`src/rtl/display_scan_controller.sv`:
```
// Scans NUM_DIGITS 7-segment digits through one shared 3-bit decoder, double-buffered codes.
// Latency: all outputs registered; a write reaches the display at most one frame plus BLANK later.
// Backpressure: none; wr_en is accepted every cycle, and a newer write overwrites uncommitted data.
module display_scan_controller #(
  parameter int NUM_DIGITS = 4,
  parameter int DWELL      = 1000,
  parameter int BLANK      = 2
) (
  input  logic                    clk,
  input  logic                    rst_n,
  input  logic                    enable,
  input  logic                    wr_en,
  input  logic [3*NUM_DIGITS-1:0] wr_data,
  input  logic [NUM_DIGITS-1:0]   digit_mask,
  output logic                    wr_busy,
  output logic                    dec_a,
  output logic                    dec_b,
  output logic                    dec_c,
  output logic [NUM_DIGITS-1:0]   an_n,
  output logic                    frame_done
);

  localparam int BUF_W   = 3 * NUM_DIGITS;
  localparam int IDX_W   = (NUM_DIGITS > 1) ? $clog2(NUM_DIGITS) : 1;
  localparam int CNT_MAX = (DWELL > BLANK) ? DWELL : BLANK;
  localparam int CNT_W   = (CNT_MAX > 1) ? $clog2(CNT_MAX) : 1;

  localparam logic [IDX_W-1:0] IDX_LAST   = IDX_W'(NUM_DIGITS - 1);
  localparam logic [CNT_W-1:0] DWELL_LAST = CNT_W'(DWELL - 1);
  localparam logic [CNT_W-1:0] BLANK_LAST = CNT_W'(BLANK - 1);

  typedef enum logic [1:0] {
    S_IDLE  = 2'd0,
    S_BLANK = 2'd1,
    S_SHOW  = 2'd2
  } state_t;

  state_t            state_q, state_d;
  logic [IDX_W-1:0]  idx_q, idx_d;
  logic [CNT_W-1:0]  cnt_q, cnt_d;
  logic              wrap;

  logic [BUF_W-1:0]  active_q, active_d;
  logic [BUF_W-1:0]  pend_q, pend_d;
  logic              pend_vld_q, pend_vld_d;

  logic [NUM_DIGITS-1:0] an_n_q, an_n_d;
  logic [2:0]            dec_q, dec_d;
  logic                  frame_done_q, frame_done_d;
  logic [2:0]            code_sel;
  logic [NUM_DIGITS-1:0] sel_oh;

  // State register: scan state, digit index and dwell/blank counter.
  always_ff @(posedge clk) begin
    if (!rst_n) begin
      state_q <= S_IDLE;
      idx_q   <= '0;
      cnt_q   <= '0;
    end else begin
      state_q <= state_d;
      idx_q   <= idx_d;
      cnt_q   <= cnt_d;
    end
  end

  // Next-state logic: blank gap, then dwell per digit; enable low aborts to IDLE.
  always_comb begin
    state_d = state_q;
    idx_d   = idx_q;
    cnt_d   = cnt_q;
    wrap    = 1'b0;
    if (!enable) begin
      state_d = S_IDLE;
      idx_d   = '0;
      cnt_d   = '0;
    end else begin
      unique case (state_q)
        S_IDLE: begin
          state_d = S_BLANK;
          idx_d   = '0;
          cnt_d   = '0;
        end
        S_BLANK: begin
          if (cnt_q == BLANK_LAST) begin
            state_d = S_SHOW;
            cnt_d   = '0;
          end else begin
            cnt_d = cnt_q + CNT_W'(1);
          end
        end
        S_SHOW: begin
          if (cnt_q == DWELL_LAST) begin
            state_d = S_BLANK;
            cnt_d   = '0;
            if (idx_q == IDX_LAST) begin
              idx_d = '0;
              wrap  = 1'b1;
            end else begin
              idx_d = idx_q + IDX_W'(1);
            end
          end else begin
            cnt_d = cnt_q + CNT_W'(1);
          end
        end
        default: begin
          state_d = S_IDLE;
          idx_d   = '0;
          cnt_d   = '0;
        end
      endcase
    end
  end

  // Output logic: buffer commit at frame wrap, pre-staged decoder code, anode select.
  always_comb begin
    active_d   = active_q;
    pend_d     = pend_q;
    pend_vld_d = pend_vld_q;
    if (wrap && pend_vld_q) begin
      active_d   = pend_q;
      pend_vld_d = 1'b0;
    end
    // A write on the commit edge queues behind the data being committed.
    if (wr_en) begin
      pend_d     = wr_data;
      pend_vld_d = 1'b1;
    end

    code_sel = 3'b000;
    for (int i = 0; i < NUM_DIGITS; i++) begin
      if (idx_d == IDX_W'(i)) begin
        code_sel = active_d[3*i +: 3];
      end
    end

    // Decoder input only moves when a new digit slot begins, so it is settled before the anode.
    dec_d = dec_q;
    if (state_d == S_BLANK && state_q != S_BLANK) begin
      dec_d = code_sel;
    end

    sel_oh = NUM_DIGITS'(1) << idx_d;
    an_n_d = '1;
    if (state_d == S_SHOW) begin
      an_n_d = ~(sel_oh & digit_mask);
    end

    frame_done_d = wrap;
  end

  // Buffer registers: displayed codes, pending codes and pending flag.
  always_ff @(posedge clk) begin
    if (!rst_n) begin
      active_q   <= '0;
      pend_q     <= '0;
      pend_vld_q <= 1'b0;
    end else begin
      active_q   <= active_d;
      pend_q     <= pend_d;
      pend_vld_q <= pend_vld_d;
    end
  end

  // Output registers: every external output comes straight from a flop.
  always_ff @(posedge clk) begin
    if (!rst_n) begin
      an_n_q       <= '1;
      dec_q        <= 3'b000;
      frame_done_q <= 1'b0;
    end else begin
      an_n_q       <= an_n_d;
      dec_q        <= dec_d;
      frame_done_q <= frame_done_d;
    end
  end

  assign an_n       = an_n_q;
  assign dec_a      = dec_q[2];
  assign dec_b      = dec_q[1];
  assign dec_c      = dec_q[0];
  assign frame_done = frame_done_q;
  assign wr_busy    = pend_vld_q;

endmodule

```
`config.mk`:
```
export PLATFORM = sky130hd
export DESIGN_NAME = display_scan_controller
export DESIGN_NICKNAME = d
export VERILOG_FILES = /design/src/rtl/display_scan_controller.sv
export SDC_FILE = /design/constraint.sdc
export NUM_CORES = 1
export LEC_CHECK = 0
export CAP_MARGIN = 40
export CORE_MARGIN = 10
export CORE_UTILIZATION = 58
export CTS_CLUSTER_SIZE = 30
export DETAILED_ROUTE_END_ITERATION = 12
export PLACE_DENSITY = 0.86
export SYNTH_ARGS = -nofsm -noshare
export SYNTH_HDL_FRONTEND = slang
export SYNTH_SLANG_ARGS = --single-unit
```
`constraint.sdc`:
```
create_clock -name clk -period 5.1 [get_ports clk]
set_input_delay 0.51 -clock clk [delete_from_list [all_inputs] [get_ports clk]]
set_output_delay 0.51 -clock clk [all_outputs]
set_load 0.02 [all_outputs]
```
==> results of run 1 <==
==> metrics by stage <==
stage,util,power (W),hold WS (ps),area [um^2]
floorplan,-,0.000412,428,2150
global placement,0.671,0.000435,441,2440
detailed placement,0.671,0.000437,445,2440
CTS,0.699,0.000694,458,2540
global route,0.699,0.000716,479,2540
finish,0.699,0.000689,459,2540
==> sequential cells by signal, summed over array words and instances (netlist names) <==
name / flops
an_n: 4
dec_q: 3
idx_q: 2
active_q: 12
state_q: 2
pend_q: 12
frame_done: 1
wr_busy: 1
cnt_q: 10
==> layer usage <==
metal	global-route usage	up-vias	routed length, um
met3	0.0364	8	221
met2	0.231	39	2200
li1	-	885	-
met1	0.193	829	2040
met4	0.0675	0	79
met5	0	-	0
==> worst max-delay path, stage by stage (launching register included) <==
cell and delay [ps]:
dfxtp_1 360, inv_1 100, ha_1 390, nand4_1 210, or4_1 860, mux2i_1 230, a41o_1 200, a211o_1 280
a211oi_2 200
==> worst paths after layout <==
kind | to | slack [ps] | cells past startpoint
max reg2reg | dec_q[1]$_SDFFE_PN0P_ | 2180 | 8
min reg2reg | active_q[6]$_SDFF_PN0_ | 460 | 2
max | dec_q[1]$_SDFFE_PN0P_ | 2180 | 8
min | active_q[6]$_SDFF_PN0_ | 460 | 2
==> cell families (layout without fill, tap and decap cells) <==
kind of cell	Yosys count	in the layout	share of synthesized area
mux	21	21	0.0983
flops	47	47	0.437
buf+inv	17	40	0.0343
xor+xnor	8	8	0.0326
compound gates	42	42	0.143
simple gates	97	97	0.214
fa+ha+maj	7	7	0.0407
==> cell usage in the layout, fill, tap and decap left out, types with 2 or more instances in the layout <==
cell type,count
xor2_1,5
nand2_1,22
nor3b_1,2
dfxtp_1,47
nor3_1,3
nor2_1,38
a21oi_1,9
a31oi_1,3
ha_1,7
nand4_1,5
a211o_1,2
a21o_1,4
clkbuf_8,5
and3_1,3
xnor2_1,3
inv_1,4
nor4_1,3
nor2b_1,2
o31ai_1,2
clkdlybuf4s50_1,28
mux2i_1,20
o21ai_0,6
nand3_1,8
==> power by group through the flow <==
stage                     clock network [W]  registers [W]  logic [W]
after floorplan                           0       0.000388  0.0000245
after global placement                    0       0.000388  0.0000473
after detailed placement                  0       0.000388  0.0000486
after CTS                          0.000266       0.000380  0.0000488
after global routing               0.000282       0.000381  0.0000534
final                              0.000262       0.000380  0.0000483
==> layout make-up <==
type | instances | area [um^2] | area share
multi-input cells | 175 | 1140 | 0.448
flip-flops and latches | 47 | 941 | 0.370
repair buffers | 28 | 280 | 0.110
clock buffers | 6 | 72.6 | 0.0286
well taps | 48 | 60.1 | 0.0236
clock inverters | 1 | 30.0 | 0.0118
inverters | 5 | 18.8 | 0.00739
==> out/metrics.yaml, run 1 <==
power:
  internal_power_w: 0.000544
  p_sw_w: 0.000145
  p_sw_frac: 0.210
  power.share.clock: 0.380
  leakagePower_nw: 0.995
  ir_worst_vdd_mv: 0.206
  p_seq_frac: 0.550
  combPwrFrac: 0.070
  p_per_area_nw_per_um2: 271
yosys:
  synthesis.area_um2: 2150
  synth_common_cells: "dfxtp_1 (47), nor2_1 (38), nand2_1 (22)"
  async_reset_ff_frac: 0
  ys_ff_latch: 47
  syn_nets: 266
  synth.distinct_cells: 54
  synth_area_leader_cell: "dfxtp_1"
  synth_edf_count: 0
  ys.warnings.count: 0
  synthFlopType: "dfxtp_1"
  syn_inst: 239
  synth_area_leaders: "dfxtp_1 (44%), mux2i_1 (9.3%), nor2_1 (6.6%)"
  synth.most_common_cell: "dfxtp_1"
  yosysTopAreaCellShare: 0.437
  synth-seq-area-share: 0.437
  synth.avg_cell_area_um2: 9.00
floorplanning:
  chipHeight_um: 80.9
  die_w_um: 80.9
  fp.coreArea_um2: 3630
  die_area_um2: 6550
  rows: 22
  ioPinCount: 29
  start_util: 0.592
clocking:
  clk_pin_slew_ps: 90
  cts_root_buffer: "clkbuf_8"
  cts_tree: "done"
  cts_buffers: 5
  post-cts-setup-buffers: 0
  cts.sinks: 47
  ctsHoldBuffers: 0
  clk_path_buf_depth: 2
  clk_latency_ps: 300
  ctsResizeCount: 0
  ctsHtreeMaxLevel: 2
outcome:
  status: "completed"
hold_path:
  hold_path_class: "flop to flop"
  holdCritStartpoint: "active_q[6]$_SDFF_PN0_"
drt:
  drt_iter0_drc: 186
  routed_wl_um: 4540
  wire_per_inst_um: 14.7
  vias: 1761
  drtAntennaViolNets: 0
  viasPerCell: 5.68
  drc: 0
  firstDrtPassIters: 4
timing:
  setup_ws_ps: 2180
  hold_viol_final: 0
  skew_ps: 9.96
  period_needed_ps: 2920
  max_slew_margin: 0.361
  min_period_over_period: 0.572
  drv_slew: 0
  setup_viol: 0
  fmax_mhz: 343
  finalSetupTns_ps: 0
  rsz0062_at_grt: "no"
  worst_pin_slew_ps: 950
placed_design:
  dpl.hpwl_um: 3400
  place_inst: 303
  io_buffer_count: 28
  gp_congestion: 0.857
  pre_cts_ws_ps: 2030
flow_run:
  cap_viol_max_count: 0
worst_setup_path:
  end_kind: "flop"
  start_kind: "flop"
  critPathMaxFanout: 13
  r2r_start: "state_q[0]$_SDFF_PN0_"
  setup.worst_path.class: "flop to flop"
  critical_path_required_ps: 5320
  startpoint: "state_q[0]$_SDFF_PN0_"
  crit_arrival_ps: 3140
global_routing:
  grt_max_degree: 29
  grt-ovfl-total: 0
  first_global_vias: 1639
  grt_pass1_wl_um: 7800
  antenna_found_initial: 0
  track_usage: 0.149
final_layout:
  antenna_cells: 0
  final_nets: 289
  synthToLayoutAreaGrowth_pct: 18.0
  final_cells: 310
  fill_cells: 298
  drive_gt1_frac: 0.0649
No activity file was read; power rests on OpenSTA's default activity.
==> inputs of run 2 (changes only) <==
Settings changed: CORE_UTILIZATION 58 to 54, PLACE_DENSITY 0.86 to 0.81.
Clock period 5.1 ns to 2.95 ns, I/O delays scaled along.
==> run 2 against run 1 <==
Flip-flop and latch count is the same. Critical path depth shrank 1. Register-to-register slack lost 1800 ps. Routed wire length grew 4.9%. Cell area grew 2.8%. Maximum frequency grew 14%. Clock skew grew 1.4 ps. Non-clock buffer count grew 7. Final cell count grew 2.6%. Utilization shrank 0.15 points. Sequential share of layout area shrank 1.0 points. Clock power grew 90%. Largest power group unchanged.
==> out/metrics.yaml, run 2 (synthesis results as in run 1) <==
hold_path:
  hold_path_class: "flop to flop"
worst_setup_path:
  end_kind: "flop"
  critical_path_required_ps: 3180  # -2140 ps
  critical-path-slowest-cell: "or3_1"
  crit_path_max_incr_delay_ps: 500  # -360 ps
  setup.worst_path.class: "flop to flop"
  start_kind: "flop"
  critPathMaxFanout: 10  # -3
  crit_arrival_ps: 2790  # -350 ps
  cp_common_cell: "a211o_1"
  cp_cell_sequence: "ha_1 > nand3_2 > or3_1 > a211o_1 > a41o_1 > a211o_1 > a211oi_2"
floorplanning:
  die_w_um: 83.1  # +2.7%
  fp.coreArea_um2: 3740  # +3.0%
  rows: 22  # unchanged
  ioPinCount: 29  # unchanged
  die_area_um2: 6910  # +5.5%
  chipHeight_um: 83.1  # +2.7%
  start_util: 0.575  # -0.0174
clocking:
  ctsResizeCount: 0  # unchanged
  clk_latency_ps: 300  # about the same
  ctsHoldBuffers: 0  # unchanged
  cts_buffers: 5  # unchanged
  cts.sinks: 47  # unchanged
  clk_pin_slew_ps: 90  # about the same
  cts_root_buffer: "clkbuf_8"
  ctsHtreeMaxLevel: 2  # unchanged
  post-cts-setup-buffers: 0  # unchanged
  cts_tree: "done"
  clk_path_buf_depth: 2  # unchanged
drt:
  wire_per_inst_um: 15.0  # +2.3%
  drc: 0  # unchanged
  vias: 1808  # +2.7%
  drtAntennaViolNets: 0  # unchanged
  firstDrtPassIters: 4  # unchanged
  routed_wl_um: 4770  # +4.9%
  drt_iter0_drc: 145  # -22%
  viasPerCell: 5.69  # about the same
timing:
  setup_ws_ps: 389  # -1790 ps
  finalSetupTns_ps: 0  # unchanged
  setup_viol: 0  # unchanged
  period_needed_ps: 2560  # -356 ps
  skew_ps: 11.4  # +1.44 ps
  fmax_mhz: 390  # +14%
  min_period_over_period: 0.868  # +0.296
  drv_slew: 0  # unchanged
  worst_pin_slew_ps: 750  # -200 ps
  max_slew_margin: 0.499  # +0.138
  hold_ws_ps: 458  # -1.59 ps
  rsz0062_at_grt: "no"
  hold_viol_final: 0  # unchanged
final_layout:
  fill_cells: 312  # +4.7%
  final_cell_mix: "dfxtp_1 (47), nor2_1 (38), clkdlybuf4s50_1 (28), nand2_1 (22), mux2i_1 (20)"
  drive_gt1_frac: 0.0963  # +0.0314
  reg.largest.list: "active_q x12, pend_q x12, cnt_q x10"
  antenna_cells: 0  # unchanged
  final_nets: 296  # +2.4%
  synthToLayoutAreaGrowth_pct: 21.3
  final_common_cell: "dfxtp_1"
global_routing:
  grt-ovfl-total: 0  # unchanged
  grt_pass1_wl_um: 7920  # +1.6%
  grt_max_degree: 29  # unchanged
  antenna_found_initial: 0  # unchanged
  track_usage: 0.132  # -0.0172
  first_global_vias: 1693  # +3.3%
placed_design:
  pre_cts_ws_ps: 366  # -1660 ps
  gp_congestion: 0.853  # -0.55%
  dpl.hpwl_um: 3410  # +0.43%
  io_buffer_count: 28  # unchanged
power:
  ir_worst_vdd_mv: 0.339  # +65%
  p_per_area_nw_per_um2: 474  # +75%
  leakagePower_nw: 1.04  # +4.4%
outcome:
  status: "completed"
flow_run:
  cap_viol_max_count: 0  # unchanged
-- run 2: cell count changes in the layout (fill, tap and decap cells not counted), sizes merged --
cell	before	now
inv	5	6
buf	0	7
-- run 2: final cells by class --
cell class | instances | area, um^2 | area share
Multi-Input combinational cell | 175 | 1140 | 0.436
Tap cell | 48 | 60.1 | 0.0230
Timing Repair Buffer | 35 | 333 | 0.127
Clock buffer | 6 | 82.6 | 0.0316
Inverter | 5 | 18.8 | 0.00719
Clock inverter | 2 | 38.8 | 0.0149
Sequential cell | 47 | 941 | 0.360
-- run 2: per-layer routing --
layer | wire, um | global-route usage | part of all wire | up-vias
li1 | - | - | - | 907
met1 | 2300 | 0.172 | 0.48 | 834
met2 | 2100 | 0.203 | 0.44 | 56
met3 | 296 | 0.0400 | 0.062 | 11
met4 | 69 | 0.0400 | 0.014 | 0
met5 | 0 | 0 | 0 | -
-- run 2: power by group --
part	internal [W]	total [W]	switching [W]
sequential	0.000647	0.000656	0.00000983
clock	0.000279	0.000499	0.000220
combinational	0.0000461	0.0000831	0.0000370
total	0.000972	0.00124	0.000267
-- run 2: worst paths after layout --
path / from / endpoint / slack (ps) / cells past startpoint
worst max-delay path: cnt_q[0]$_SDFF_PN0_ / dec_q[1]$_SDFFE_PN0P_ / 390 / 7
worst min-delay path: active_q[8]$_SDFF_PN0_ / active_q[8]$_SDFF_PN0_ / 460 / 2
worst max register to register: cnt_q[0]$_SDFF_PN0_ / dec_q[1]$_SDFFE_PN0P_ / 390 / 7
worst min register to register: active_q[8]$_SDFF_PN0_ / active_q[8]$_SDFF_PN0_ / 460 / 2
-- run 2: metrics by stage --
step                      total power [W]   util  cells  cell area [um^2]
after floorplan                  0.000712      -    239              2150
after global placement           0.000752  0.665    310              2490
after detailed placement         0.000754  0.665    310              2490
after CTS                         0.00124  0.698    318              2610
after global routing              0.00128  0.698    318              2610
final                             0.00124  0.698    318              2610
-- run 2: critical path, delay by kind of cell (launching register included) --
kind                     cells  cell delay, ps
adder cells (fa/ha/maj)      1             280
flip-flops                   1             400
AO/OA/AOI/OAI                4            1090
AND/OR/NAND/NOR              2             730
